$ cat src/rtl/keypad_display_rx_if.sv
// Key-strobe and display bus between the keypad front-end and the display receiver.
// The master drives key_valid/key_code; the slave (display receiver) drives everything else.
interface keypad_display_rx_if;
  logic       key_valid;
  logic [3:0] key_code;
  logic [6:0] seg;
  logic       an0;
  logic       an1;
  logic       key_ack;
  logic [7:0] key_count;

  modport master (
    output key_valid, key_code,
    input  seg, an0, an1, key_ack, key_count
  );

  modport slave (
    input  key_valid, key_code,
    output seg, an0, an1, key_ack, key_count
  );
endinterface

$ cat src/rtl/keypad_display_rx.sv
// Keeps the last two hex keys and multiplexes them onto a 2-digit active-low 7-seg display.
// A key is captured on the strobe edge and ack'd next cycle; there is no backpressure, so every strobe is taken.
module keypad_display_rx #(
  parameter int DWELL = 24000,
  parameter int GAP   = 240
) (
  input  logic                clk,
  input  logic                reset,
  keypad_display_rx_if.slave  bus
);

  typedef enum logic [1:0] {DIG0, GAP0, DIG1, GAP1} state_t;

  localparam int MAXLEN = (DWELL > GAP) ? DWELL : GAP;
  localparam int CW     = (MAXLEN > 1) ? $clog2(MAXLEN) : 1;
  localparam logic [CW-1:0] DW_LAST = CW'(DWELL - 1);
  localparam logic [CW-1:0] GP_LAST = CW'((GAP > 0) ? GAP - 1 : 0);
  localparam bit HAS_GAP = (GAP > 0);

  state_t        r_state;
  state_t        w_state_nxt;
  logic [CW-1:0] r_cnt;
  logic          w_last;

  logic [3:0]    r_latest;
  logic [3:0]    r_prev;
  logic          r_v_latest;
  logic          r_v_prev;
  logic          r_ack;
  logic [7:0]    r_count;

  logic [6:0]    w_seg;
  logic          w_an0;
  logic          w_an1;

  function automatic logic [6:0] hex7(input logic [3:0] v);
    case (v)
      4'h0: hex7 = 7'h40;  4'h1: hex7 = 7'h79;  4'h2: hex7 = 7'h24;  4'h3: hex7 = 7'h30;
      4'h4: hex7 = 7'h19;  4'h5: hex7 = 7'h12;  4'h6: hex7 = 7'h02;  4'h7: hex7 = 7'h78;
      4'h8: hex7 = 7'h00;  4'h9: hex7 = 7'h10;  4'hA: hex7 = 7'h08;  4'hB: hex7 = 7'h03;
      4'hC: hex7 = 7'h46;  4'hD: hex7 = 7'h21;  4'hE: hex7 = 7'h06;  default: hex7 = 7'h0E;
    endcase
  endfunction

  always_ff @(posedge clk or negedge reset) begin
    if (!reset) begin
      r_state <= DIG0;
      r_cnt   <= '0;
    end else begin
      r_state <= w_state_nxt;
      r_cnt   <= w_last ? '0 : r_cnt + 1'b1;
    end
  end

  // With no gap configured the GAPx states are unreachable; DIGx hands over directly.
  always_comb begin
    w_state_nxt = r_state;
    w_last      = 1'b0;
    w_an0       = 1'b1;
    w_an1       = 1'b1;
    w_seg       = 7'h7F;
    case (r_state)
      DIG0: begin
        w_an0 = 1'b0;
        w_seg = r_v_latest ? hex7(r_latest) : 7'h7F;
        if (r_cnt == DW_LAST) begin
          w_last      = 1'b1;
          w_state_nxt = HAS_GAP ? GAP0 : DIG1;
        end
      end
      GAP0: begin
        if (r_cnt == GP_LAST) begin
          w_last      = 1'b1;
          w_state_nxt = DIG1;
        end
      end
      DIG1: begin
        w_an1 = 1'b0;
        w_seg = r_v_prev ? hex7(r_prev) : 7'h7F;
        if (r_cnt == DW_LAST) begin
          w_last      = 1'b1;
          w_state_nxt = HAS_GAP ? GAP1 : DIG0;
        end
      end
      GAP1: begin
        if (r_cnt == GP_LAST) begin
          w_last      = 1'b1;
          w_state_nxt = DIG0;
        end
      end
      default: begin
        w_last      = 1'b1;
        w_state_nxt = DIG0;
      end
    endcase
  end

  // Capture path runs free of the multiplexer: it never waits for or disturbs the scan.
  always_ff @(posedge clk or negedge reset) begin
    if (!reset) begin
      r_latest   <= 4'h0;
      r_prev     <= 4'h0;
      r_v_latest <= 1'b0;
      r_v_prev   <= 1'b0;
      r_ack      <= 1'b0;
      r_count    <= 8'h00;
    end else begin
      r_ack <= bus.key_valid;
      if (bus.key_valid) begin
        r_prev     <= r_latest;
        r_v_prev   <= r_v_latest;
        r_latest   <= bus.key_code;
        r_v_latest <= 1'b1;
        r_count    <= r_count + 8'd1;
      end
    end
  end

  assign bus.seg       = w_seg;
  assign bus.an0       = w_an0;
  assign bus.an1       = w_an1;
  assign bus.key_ack   = r_ack;
  assign bus.key_count = r_count;

endmodule

$ cat src/flat_wrapper.sv
// flat-port wrapper written by rule: the top's interface ports become plain ports
module keypad_display_rx_flat 
#(
  parameter int DWELL = 24000,
  parameter int GAP   = 240
)
  (clk, reset, bus_key_valid, bus_key_code, bus_seg, bus_an0, bus_an1, bus_key_ack, bus_key_count);
  keypad_display_rx_if bus_i ();
  input  logic clk;
  input  logic reset;
  input wire logic [$bits(bus_i.key_valid)-1:0] bus_key_valid;
  input wire logic [$bits(bus_i.key_code)-1:0] bus_key_code;
  output wire logic [$bits(bus_i.seg)-1:0] bus_seg;
  output wire logic [$bits(bus_i.an0)-1:0] bus_an0;
  output wire logic [$bits(bus_i.an1)-1:0] bus_an1;
  output wire logic [$bits(bus_i.key_ack)-1:0] bus_key_ack;
  output wire logic [$bits(bus_i.key_count)-1:0] bus_key_count;
  assign bus_i.key_valid = bus_key_valid;
  assign bus_i.key_code = bus_key_code;
  assign bus_seg = bus_i.seg;
  assign bus_an0 = bus_i.an0;
  assign bus_an1 = bus_i.an1;
  assign bus_key_ack = bus_i.key_ack;
  assign bus_key_count = bus_i.key_count;
  keypad_display_rx #(.DWELL(DWELL), .GAP(GAP)) u_core (.clk(clk), .reset(reset), .bus(bus_i));
endmodule
$ cat config.mk
export PLATFORM = sky130hd
export DESIGN_NAME = keypad_display_rx_flat
export DESIGN_NICKNAME = d
export VERILOG_FILES = /design/src/rtl/keypad_display_rx_if.sv /design/src/rtl/keypad_display_rx.sv /design/src/flat_wrapper.sv
export SDC_FILE = /design/constraint.sdc
export NUM_CORES = 1
export LEC_CHECK = 0
export BUFFER_PORTS_ARGS = -buffer_cell sky130_fd_sc_hd__buf_2
export CELL_PAD_IN_SITES_DETAIL_PLACEMENT = 0
export CELL_PAD_IN_SITES_GLOBAL_PLACEMENT = 1
export CORE_MARGIN = 2
export CORE_UTILIZATION = 41
export DETAILED_ROUTE_END_ITERATION = 7
export MAX_ROUTING_LAYER = met4
export PLACE_DENSITY_LB_ADDON = 0.1
export SETUP_SLACK_MARGIN = 0.4
export SKIP_LAST_GASP = 1
export SYNTH_ARGS = -nofsm -noshare
export SYNTH_HDL_FRONTEND = slang
export SYNTH_SLANG_ARGS = --single-unit
$ cat constraint.sdc
create_clock -name clk -period 1.8 [get_ports clk]
set_input_delay 0.09 -clock clk [delete_from_list [all_inputs] [get_ports clk]]
set_output_delay 0.09 -clock clk [all_outputs]
set_load 0.03 [all_outputs]
## After elaboration in Yosys (flattened, before gate mapping)

Memory sizes are Yosys's and may differ from the RTL's.
Index checks and enable logic that the tools add are counted.

- Output and inout port bits: 18
- Word-level logic and storage cells: 39
- Bits in read-only memories: 224
- Memories: 2
- RAM bits: 0
- Bits in registers: 36
- Input bits: 7
- Bits in latches: 0

- Bitwise operators: 0
- Multiplexer cells: 14
- Multipliers: 0
- Eq/ne operators: 9
- Reduce and logical (&&, ||, !) cells: 4
- Divide/modulo/power cells: 0
- Magnitude comparators: 0
- Shifts and indexed selects: 0
- Add/sub/neg operators: 2

Memories:

| memory | words | bits a word | rd ports | clocked after Yosys merged registers in | wr ports | line | RTL |
|---|---|---|---|---|---|---|---|
| (no name shown) | 16 | 7 | 1 | 0 | 0 | keypad_display_rx.sv:37 | `case (v)` |
| (no name shown) | 16 | 7 | 1 | 0 | 0 | keypad_display_rx.sv:37 |  |

Operator list:

| kind | number |
|---|---|
| $add A15 B1 Y15 const B | 1 |
| $eq A15 B15 Y1 const B | 1 |
| $eq A15 B8 Y1 const B | 1 |
| $mux W15 | 1 |
| $mux W7 | 2 |
| $pmux W7 S2 | 1 |
| $add A8 B1 Y8 const B | 1 |
| $mux W2 | 4 |
| $ne A2 B1 Y1 const B | 4 |
| $pmux W2 S4 | 1 |
| $eq A2 B2 Y1 const B | 2 |
| $mux W1 | 4 |
| $reduce_and A4 Y1 | 1 |
| $reduce_or A2 Y1 | 2 |
| $eq A2 B1 Y1 const B | 1 |
| $logic_not A2 Y1 | 1 |
| $pmux W1 S2 | 1 |

## Logic depth before layout (Yosys ltp)

Gate-level depths: netlist (run 1).

- Depth after elaboration: 4
- Mapped depth: 6
- Depth with buffers taken out: 6

## Least setup slack after synthesis (run 1)

OpenSTA, ideal clock, no wires.

- Path type: reg2reg
- Start: reg u_core.r_cnt[11]
- End: reg u_core.r_state[1]
- Clock period less this slack: 1819 ps
- Setup slack: -19 ps
- Library setup time: 128 ps
- Data arrival time: 1691 ps
- Data required time: 1672 ps
- Buffers on the path: 0
- Stages on the path, launching flop included: 5
- Path through: dfrtp_1 -> or4_1 -> nor4_2 -> o22ai_1 -> mux2_1

- Cells in the longest elaborated chain, start to end: 3
- Elaborated cells between the ends (all ways): 7
- Those cells by class: 6 x eq/ne; 1 x reduce/logical

Ends and longest elaborated chain:

| item | line | RTL |
|---|---|---|
| start: declaration | keypad_display_rx.sv:22 | `logic [CW-1:0] r_cnt;` |
| start signal: assignment | keypad_display_rx.sv:51 | `r_cnt <= w_last ? '0 : r_cnt + 1'b1;` |
| $eq A15 B8 Y1 or $eq A15 B15 Y1 (tied branches) | -- |  |
| $ne A2 B1 Y1 (no line) | -- |  |
| $reduce_and A4 Y1 (no line) * | -- |  |
| end signal: assignment | keypad_display_rx.sv:50 | `r_state <= w_state_nxt;` |
| end: declaration | keypad_display_rx.sv:20 | `state_t r_state;` |

Mark *: on every way between the ends. The rest lies on a longest branch, timed or not.
A chain may end at the register's enable or synchronous reset.

## Worst setup path in the final report (run 1)

- Start: reg u_core.r_prev[1]
- End: out bus_seg[3]

- Cells in the longest elaborated chain, start to end: 3

Ends and longest elaborated chain:

| item | line | RTL |
|---|---|---|
| start: declaration | keypad_display_rx.sv:26 | `logic [3:0] r_prev;` |
| start signal: assignment | keypad_display_rx.sv:110 | `r_prev <= r_latest;` |
| $mem_v2 Z16 W7 | -- |  |
| $mux W7 | keypad_display_rx.sv:79 | `w_seg = r_v_prev ? hex7(r_prev) : 7'h7F;` |
| $pmux W7 S2 | keypad_display_rx.sv:62 | `case (r_state)` |
| end: declaration | flat_wrapper.sv:13 | `output wire logic [$bits(bus_i.seg)-1:0] bus_seg;` |

No other way between the ends.

==> results.md, run 1 <==
- Post-route DRC: 0
- Core area: 0.00517 mm²
- Final Cell Area: 0.00317 mm²
- Clk sinks: 36
- Layout cell share with drive strength beyond 1: 0.464
- CTS tree: done
- Port bufs: 24
- FF/Latch Area: 906 µm²
- Largest net degree at the start of global routing: 23
- Vias/cell: 5.22
- Startpoint Class: flip-flop
- Area Growth Syn to Fin: 42.0%
- Io pins: 25
- Die Footprint: 0.00606 mm²
- Hold WC Path Type: in -> reg
- Syn Inst Count: 227
- YS warnings: 0
- Initial antenna violation count: 0
- Syn nets: 254
- Fmax achieved: 0.489 GHz
- Syn Area/Cell: 9.85 µm²
- DR vias: 1,883
- R2R depth: 6
- Primary FF master, synth: dfrtp_1
- Maxcap violations: 0
- First-pass GRT wire length: 9030 µm
- Worst Path Arrival: 1.96 ns
- Cell taking the most area after synthesis: dfrtp_1
- H-Tree Depth: 2
- Vias in the first global route: 1,822
- Worst Skew: 0.00736 ns
- Diode count: 0
- Antenna viol nets, final: 0
- Placed cell area: 0.00279 mm²
- Worst Max-Slew Pin Slew: 0.528 ns
- RR Startpoint: u_core.r_cnt[4]
- Ranking of synthesized cells by area: dfrtp_1 40%, ha_1 11%, xnor2_1 5.5%
- Final setup fails: 8
- CTS max path bufs: 2
- Tot Pwr: 2.50 mW
- Routed WL: 5290 µm
- Yosys reg bits: 36
- Synthesized area: 0.00224 mm²
- Die X: 77.8 µm
- Simple-gate share of the synthesized area: 0.165
- Hold Vio Cnt, Final: 0
- Synth Area in Compound Gates: 0.110
- Filler cells: 449
- Worst hold stages: 3
- Die Ht: 77.8 µm
- R2r setup slk: -0.02 ns
- Largest family of logic cells by synthesized area: simple AND/OR/NAND/NOR gates
- Number of flops mapped to enable cells by yosys: 0
- Cell row count: 26
- Synth Area in Adders: 0.112
- Clk_lat worst skew: 0.29 ns
- Gr ovfl total: 0
- Slew Limit Fails: 0
- CP required: 1.71 ns
- DR pass1 iterations: 4
- Slew headroom: 0.647
- Placer Congestion: 0.840
- Worst r2r dst: u_core.r_state[0]
- Crit Path Max Fanout: 5
- Util after Layout: 0.614
- Tcrit/Tclk final: 1.14
- Area of the multi-input gates: 0.00154 mm²
- Pwr/cell area: 789 mW/mm²
- Status: complete, but fails checks
- Ys async rst share: 1.00
- Kind of critical path: reg -> out
- Min-delay src: bus_key_code[0]
- WL per Instance: 14.7 µm
- Crit-path cells: inv_4 -> ha_4 -> inv_2 -> mux4_2 -> o21ai_2 -> nand3_4 -> buf_6
- CP max stage cell: dfrtp_2
- Max VDD drop: 850 µV
- Synth top area share: 0.403
- Gr usage total: 0.192
- Min-Delay Endpoint: u_core.r_latest[0]
- Seq/Total Area, Yosys: 0.403
- Xor and xnor area share after synthesis: 0.0823
- Yosys cell types: 40
- Critical path capture point type: output pin
- Worst path buffer plus inverter count: 3
- Worst setup margin: -0.247 ns
- RSZ-0062 raised after global routing: true
- CP top delay family: flip-flops
- Initial core utilization: 0.432
- Failing checks: negative setup slack
- Total Nets Final: 317
- Mux cell area share after synthesis: 0.0884
- Reg clk slew, reported paths: 0.07 ns
- Crit-path max cell delay: 0.45 ns
- CTS root buf: clkbuf_8
- 1st-iter DRT viols: 129
- Pre-CTS setup slack: -0.0153 ns
- Minimum clock period: 2.05 ns
- CTS buffer count: 5
- Static Leak: 1.43 nW
- Dpl hpwl: 3680 µm
[registers in the layout, indices dropped and copies added, names as in the netlist]
signal and cells:
u_core.bus.key_ack 1, u_core.bus.key_count 8, u_core.r_cnt 15, u_core.r_latest 4, u_core.r_prev 4, u_core.r_state 2, u_core.r_v_latest 1, u_core.r_v_prev 1
[through the flow]
stage,setup TNS (ns),std cells,hold slack (ns)
floorplan,0,227,-0.206
global placement,0,343,0.0236
detailed placement,-0.0213,343,0.0297
CTS,-1.10,359,0.00168
global route,-2.32,361,0.0239
finish,-1.13,361,0.0111
[worst reg2reg max path: stages, from the launching register on]
cell and delay, ns:
dfrtp_1 0.39, or4_4 0.55, nor4_4 0.28, buf_4 0.18, buf_6 0.09, o21ai_0 0.10, a21boi_2 0.16
[worst max-delay path by stage]
stage,from,endpoint,slack [ns],depth (start not counted)
CTS,u_core.r_prev[1],bus_seg[3],-0.27,7
detailed placement,u_core.r_latest[1],bus_seg[3],-0.02,7
global route,u_core.r_latest[1],bus_seg[6],-0.33,7
global placement,u_core.r_cnt[13],u_core.r_state[1],0.01,4
finish,u_core.r_prev[1],bus_seg[3],-0.25,7
floorplan,u_core.r_cnt[9],u_core.r_state[1],0.02,4
[Yosys cell counts, types with 2 or more instances]
master,number
a211o_1,4
o211ai_1,3
nand4_1,6
xor2_1,7
mux2i_1,4
nand2_1,20
dfrtp_1,36
nor2b_1,3
a21oi_1,5
nand3_1,8
nor4_1,4
a221oi_1,2
ha_1,20
a31oi_1,2
xnor2_1,14
nor2_1,20
or4_1,2
mux4_2,2
o221ai_1,3
nor3_1,4
o21ai_0,12
inv_1,14
clkbuf_1,4
nand2b_1,3
mux2_2,9
buf_1,2
[cell families (layout without fill, tap and decap cells)]
| logic type | after synthesis | in the layout |
|---|---|---|
| and+or+nand+nor | 75 | 75 |
| AOI/OAI and AO/OA | 37 | 37 |
| DFF | 36 | 36 |
| buffers and inverters | 22 | 85 |
| xor gates and xnor gates | 21 | 21 |
| adders and majority gates | 20 | 20 |
| muxes | 16 | 17 |
[final cells by class]
| cell class | count | area share |
|---|---|---|
| repair buffers | 63 | 0.155 |
| multi-input cells | 170 | 0.486 |
| clock buffers | 7 | 0.0240 |
| clock inverters | 1 | 0.00276 |
| flip-flops and latches | 36 | 0.285 |
| well taps | 70 | 0.0276 |
| inverters | 14 | 0.0197 |
[what timing repair did]
| item | 4_1_cts | 5_1_grt |
|---|---|---|
| pin swaps | 10 | 5 |
| cloned | 1 | 0 |
| endpoints found under the setup margin | 23 | 24 |
| buffers inserted | 6 | 2 |
| resized for setup | 41 | 19 |
| endpoints found under the hold margin | 14 | 0 |
| hold buffers | 1 | 0 |
[layout by cell type, fill, tap and decap left out, types with 3 or more instances in the layout]
cell type / netlist / final
xnor2_1: 14 / 14
o21ai_0: 12 / 8
o21ai_2: 0 / 3
inv_4: 0 / 4
inv_1: 14 / 6
dfrtp_2: 0 / 4
mux2_4: 0 / 3
mux2i_1: 4 / 4
ha_1: 20 / 9
nand3_1: 8 / 7
buf_2: 0 / 15
nor2_2: 0 / 9
buf_6: 0 / 14
o211ai_1: 3 / 3
mux2_2: 9 / 7
nand2_1: 20 / 19
clkbuf_8: 0 / 5
nor4_1: 4 / 3
inv_2: 0 / 4
buf_4: 1 / 33
dfrtp_1: 36 / 32
xor2_1: 7 / 7
ha_4: 0 / 9
nand4_1: 6 / 6
nor2b_1: 3 / 3
a211o_1: 4 / 3
nor2_1: 20 / 11
nor3_1: 4 / 3
[per-layer routing]
layer,up-vias,track usage,wire length (µm)
met5,-,-,0
met4,0,0.0429,31
met3,5,0.0384,168
met2,36,0.295,2460
met1,916,0.263,2630
li1,926,-,-
[where the power goes]
group	switching [mW]	total (mW)	internal, mW
sequential	0.125	1.04	0.911
combinational	0.507	0.909	0.402
clock	0.283	0.560	0.276
Power figures use the tool's default switching activity.
==> run 2: changes to the inputs <==
Settings changed: CORE_UTILIZATION 41 to 45.
Clock period 1.8 ns to 2.3 ns, I/O delays scaled along.
==> results.md, run 2 (same netlist as run 1, synthesis figures left out) <==
- DR vias: 1,764 (-6.3%)
- CTS buffer count: 5 (unchanged)
- Kind of critical path: reg -> out
- Worst Setup EP: bus_seg[3]
- Reg clk slew, reported paths: 0.07 ns (about the same)
- Worst path buffer plus inverter count: 2 (-1)
- Largest Register: u_core.r_cnt
- Diode count: 0 (unchanged)
- Hold WC Path Type: in -> reg
- Routed WL: 4840 µm (-8.5%)
- Vias in the first global route: 1,736 (-4.7%)
- Crit-path cells: buf_6 -> ha_2 -> mux4_2 -> o21ai_2 -> nand3_1 -> buf_6
- Hold Vio Cnt, Final: 0 (unchanged)
- Die X: 74.5 µm (-4.3%)
- Tcrit/Tclk final: 0.890
- Max VDD drop: 669 µV (-21%)
- CP required: 2.18 ns (+0.47 ns)
- Worst Max-Slew Pin Slew: 0.777 ns (+0.249 ns)
- Total Nets Final: 293 (-7.6%)
- Final setup fails: 0 (-8)
- Critical path capture point type: output pin
- Slew headroom: 0.482 (-0.165)
- CTS root buf: clkbuf_8
- Placed cell area: 0.00243 mm² (-13%)
- Io pins: 25 (unchanged)
- Worst setup margin: 0.253 ns (+0.500 ns)
- First-pass GRT wire length: 8390 µm (-7.0%)
- Worst r2r dst: u_core.r_state[1]
- Gr usage total: 0.205 (+0.0131)
- R2R depth: 4 (-2)
- Largest register FFs: 15 (unchanged)
- CP max stage cell: mux4_2
- Placer Congestion: 0.799 (-4.9%)
- CTS max path bufs: 2 (unchanged)
- Pwr/cell area: 707 mW/mm² (-10%)
- Static Leak: 1.31 nW (-8.4%)
- Status: finished clean
- Die Ht: 74.5 µm (-4.3%)
- Area Growth Syn to Fin: 28.4%
- Worst Path Arrival: 1.93 ns (-0.03 ns)
- RR Startpoint: u_core.r_cnt[8]
- Critical path depth: 6 (-1)
- Initial antenna violation count: 0 (unchanged)
- Core area: 0.00475 mm² (-8.1%)
- Final Cell Area: 0.00287 mm² (-9.5%)
- Gr ovfl total: 0 (unchanged)
- Vias/cell: 5.28 (+1.3%)
- Post-route DRC: 0 (unchanged)
- CP Launch Point: u_core.r_prev[0]
- Clk sinks: 36 (unchanged)
- 1st-iter DRT viols: 37 (-71%)
- Largest net degree at the start of global routing: 37 (+61%)
- Antenna viol nets, final: 0 (unchanged)
- Dpl hpwl: 3190 µm (-13%)
- Sum Neg Setup Slack: 0 ns (+1.13 ns)
- Most frequent cells in the layout: 28 x dfrtp_1, 20 x nor2_1, 19 x nand2_1
- Commonest non-fill, non-tap cell in the layout: dfrtp_1
- Die Footprint: 0.00555 mm² (-8.4%)
- CP top delay family: multiplexers
- Pre-CTS setup slack: 0.266 ns (+0.281 ns)
- Port bufs: 24 (unchanged)
- Clk_lat worst skew: 0.29 ns (about the same)
- Layout cell share with drive strength beyond 1: 0.352 (-0.112)
- Crit Path Max Fanout: 4 (-1)
- Util after Layout: 0.604 (-0.00974)
- Fmax achieved: 0.488 GHz
- WL per Instance: 14.5 µm (-1.1%)
- Filler cells: 429 (-4.5%)
- Startpoint Class: flip-flop
- DR pass1 iterations: 4 (unchanged)
- Crit-path max cell delay: 0.47 ns (+0.02 ns)
- Crit path top cell by count: buf_6
- R2r setup slk: 0.43 ns (+0.45 ns)
- Minimum clock period: 2.05 ns
- RSZ-0062 raised after global routing: true
- CTS tree: done
- Maxcap violations: 0 (unchanged)
- Worst Skew: 0.00673 ns (-0.000634 ns)
- Slew Limit Fails: 0 (unchanged)
- Initial core utilization: 0.470 (+0.0380)
- Cell row count: 25 (-3.8%)
- H-Tree Depth: 2 (unchanged)
[run 2: cell count changes in the layout (fill, tap and decap cells not counted), sizes merged]
cell    previous run  this run
bufinv             0         1
mux2              11        10
clkbuf             7         6
inv               14        13
buf               62        39
clkinv             1         2
[run 2: power breakdown]
| part | total [mW] | internal, mW | switching (mW) |
|---|---|---|---|
| clock network | 0.536 | 0.321 | 0.214 |
| registers | 0.828 | 0.714 | 0.115 |
| logic | 0.667 | 0.295 | 0.372 |
[run 2: routing by layer]
metal	vias to the layer above	global-route usage	share of wire
met5	-	-	0
li1	879	-	-
met2	21	0.328	0.50
met1	857	0.267	0.46
met4	0	0.0595	0.013
met3	7	0.0366	0.028
[run 2: worst min path at each step]
| stage | startpoint | endpoint | slack (ns) | cells past startpoint |
|---|---|---|---|---|
| finish | bus_key_code[0] | u_core.r_latest[0] | 0.04 | 3 |
| floorplan | reset | u_core.bus.key_ack | -0.18 | 0 |
| global placement | reset | u_core.bus.key_count[4] | 0.25 | 1 |
| detailed placement | reset | u_core.bus.key_count[4] | 0.25 | 1 |
| CTS | bus_key_code[0] | u_core.r_latest[0] | 0.03 | 3 |
| global route | bus_key_code[0] | u_core.r_latest[0] | 0.05 | 3 |
[run 2: repair_timing]
| action | in CTS | in global routing |
|---|---|---|
| resized for setup | 50 | 18 |
| endpoints found under the hold margin | 36 | 0 |
| hold buffers | 1 | 0 |
| pin swaps | 18 | 15 |
| buffers inserted | 9 | 3 |
| endpoints found under the setup margin | 20 | 20 |
[run 2: area by class of cell]
class / count / area, µm² / share of cell area
clock buffer: 6 / 72.6 / 0.0253
clock inverter: 2 / 35.0 / 0.0122
inverter: 14 / 62.6 / 0.0218
multi-input combinational: 169 / 1410 / 0.492
sequential: 36 / 911 / 0.317
tap: 67 / 83.8 / 0.0292
timing repair buffer: 40 / 294 / 0.102
[run 2: worst min-delay path, delay by kind of cell]
family,cells,cell delay (ns)
buffers and inverters,1,0.07
AO/OA/AOI/OAI,1,0.06
AND/OR/NAND/NOR,1,0.04
[run 2: metrics by stage]
| step | hold slack [ns] | std cells | total power [mW] |
|---|---|---|---|
| 3_3_place_gp | 0.247 | 313 | 1.37 |
| 4_1_cts | 0.0296 | 331 | 2.02 |
| 3_5_place_dp | 0.255 | 313 | 1.38 |
| 6_report | 0.0351 | 334 | 2.03 |
| 5_1_grt | 0.0483 | 334 | 2.16 |
| 2_1_floorplan | -0.181 | 227 | 1.21 |
==> run 3: changes to the inputs <==
Settings changed: SETUP_SLACK_MARGIN 0.4 to 0.1.
==> results.md, run 3 (same netlist as run 1, synthesis figures left out) <==
- First-pass GRT wire length: 7650 µm (-8.9%)
- Fmax achieved: 0.464 GHz (-4.9%)
- RSZ-0062 raised after global routing: false
- Worst hold stages: 3 (unchanged)
- Static Leak: 1.24 nW (-5.7%)
- Cell row count: 25 (unchanged)
- Largest register FFs: 15 (unchanged)
- CP Launch Point: u_core.r_latest[0]
- Diode count: 0 (unchanged)
- Sum Neg Setup Slack: 0 ns (unchanged)
- Commonest non-fill, non-tap cell in the layout: dfrtp_1
- Placed cell count: 313 (unchanged)
- Initial antenna violation count: 0 (unchanged)
- Slew headroom: 0.481 (-0.00111)
- Kind of critical path: reg -> out
- Dpl hpwl: 3190 µm (unchanged)
- WL per Instance: 13.7 µm (-5.5%)
- DR pass1 iterations: 4 (unchanged)
- Final setup fails: 0 (unchanged)
- Clk sinks: 36 (unchanged)
- Critical path capture point type: output pin
- Clk_lat worst skew: 0.28 ns (about the same)
- Crit Path Max Fanout: 6 (+2)
- CTS tree: done
- DR vias: 1,714 (-2.8%)
- Worst Setup EP: bus_seg[3]
- Total Nets Final: 286 (-2.4%)
- R2R depth: 4 (unchanged)
- Vias in the first global route: 1,590 (-8.4%)
- Gr ovfl total: 0 (unchanged)
- Hold Vio Cnt, Final: 0 (unchanged)
- Minimum clock period: 2.15 ns (+0.106 ns)
- CP required: 2.18 ns (about the same)
- 1st-iter DRT viols: 28 (-24%)
- Io pins: 25 (unchanged)
- Layout cell share with drive strength beyond 1: 0.242 (-0.110)
- Gr usage total: 0.186 (-0.0188)
- Initial core utilization: 0.470 (unchanged)
- Vias/cell: 5.24 (-0.75%)
- Area Growth Syn to Fin: 17.0%
- Startpoint Class: flip-flop
- Port bufs: 24 (unchanged)
- Status: finished clean
- Die Footprint: 0.00555 mm² (unchanged)
- Final non-filler cell total: 327 (-2.1%)
- CTS root buf: clkbuf_8
- Pwr/cell area: 740 mW/mm² (+4.6%)
- Worst Max-Slew Pin Slew: 0.778 ns (+0.00167 ns)
- CTS buffer count: 5 (unchanged)
- Slew Limit Fails: 0 (unchanged)
- Routed WL: 4480 µm (-7.5%)
- Maxcap violations: 0 (unchanged)
- Hold WC Path Type: in -> reg
- R2r setup slk: 0.28 ns (-0.15 ns)
- Largest Register: u_core.r_cnt
- Max VDD drop: 663 µV (-0.83%)
- Final hold slack: 0.0334 ns (-0.00171 ns)
- Antenna viol nets, final: 0 (unchanged)
- Die X: 74.5 µm (unchanged)
- Reg clk slew, reported paths: 0.07 ns (about the same)
- Largest net degree at the start of global routing: 37 (unchanged)
- Placer Congestion: 0.799 (unchanged)
- CTS max path bufs: 2 (unchanged)
- Most frequent cells in the layout: 32 x dfrtp_1, 23 x buf_2, 20 x nor2_1, 20 x nand2_1, 19 x ha_1
- H-Tree Depth: 2 (unchanged)
- Worst r2r dst: u_core.r_cnt[10]
- Core area: 0.00475 mm² (unchanged)
- Tcrit/Tclk final: 0.936 (+0.0462)
- Worst Skew: 0.00626 ns (-0.000462 ns)
- Post-route DRC: 0 (unchanged)
- RR Startpoint: u_core.r_cnt[9]
- Worst Path Arrival: 2.04 ns (+0.11 ns)
- Die Ht: 74.5 µm (unchanged)
-- run 3: area by class of cell --
cell class	count	area, µm²
Clock inverter	2	35.0
Multi-Input combinational cell	169	1270
Inverter	14	52.6
Fill cell	457	2140
Timing Repair Buffer	33	193
Sequential cell	36	906
Clock buffer	6	72.6
Tap cell	67	83.8
-- run 3: worst min path at each step --
stage / start / to / slack (ns)
CTS: bus_key_code[0] / u_core.r_latest[0] / 0.03
floorplan: reset / u_core.bus.key_ack / -0.18
detailed placement: reset / u_core.bus.key_count[4] / 0.25
global route: bus_key_code[0] / u_core.r_latest[0] / 0.05
global placement: reset / u_core.bus.key_count[4] / 0.25
finish: bus_key_code[0] / u_core.r_latest[0] / 0.03
-- run 3: layer usage --
layer / track usage / share of wire / vias to the layer above
li1: - / - / 865
met1: 0.252 / 0.47 / 816
met2: 0.281 / 0.48 / 26
met3: 0.0379 / 0.036 / 7
met4: 0.0595 / 0.014 / 0
met5: - / 0 / -
-- run 3: repair_timing --
action / in CTS / in global routing
resized for setup: 4 / 10
buffers inserted: 0 / 5
gates cloned: 0 / 0
setup endpoints to repair: 4 / 6
hold endpoints to repair: 36 / 0
hold buffers: 1 / 0
-- run 3: worst max-delay path, cell delays in order, from the launching register on --
cell and delay, ns:
dfrtp_2 0.42, inv_2 0.09, ha_1 0.30, inv_1 0.04, mux4_2 0.45, o21ai_0 0.17
nand3_1 0.09, buf_2 0.18
-- run 3: report_power, final --
part	internal (mW)	leakage (nW)	switching (mW)	total (mW)
clock	0.321	0.0552	0.214	0.536
sequential	0.712	0.446	0.109	0.821
combinational	0.235	0.734	0.342	0.577
-- run 3: metrics by stage --
stage          worst slack [ns]  power, mW  cell area [µm²]   util
6_report                  0.147       1.93             2620  0.550
5_1_grt                  0.0954       2.05             2620  0.550
4_1_cts                  0.0761       1.93             2550  0.537
3_5_place_dp              0.266       1.38             2430  0.511
3_3_place_gp              0.306       1.37             2430  0.511
2_1_floorplan             0.476       1.21             2240      -
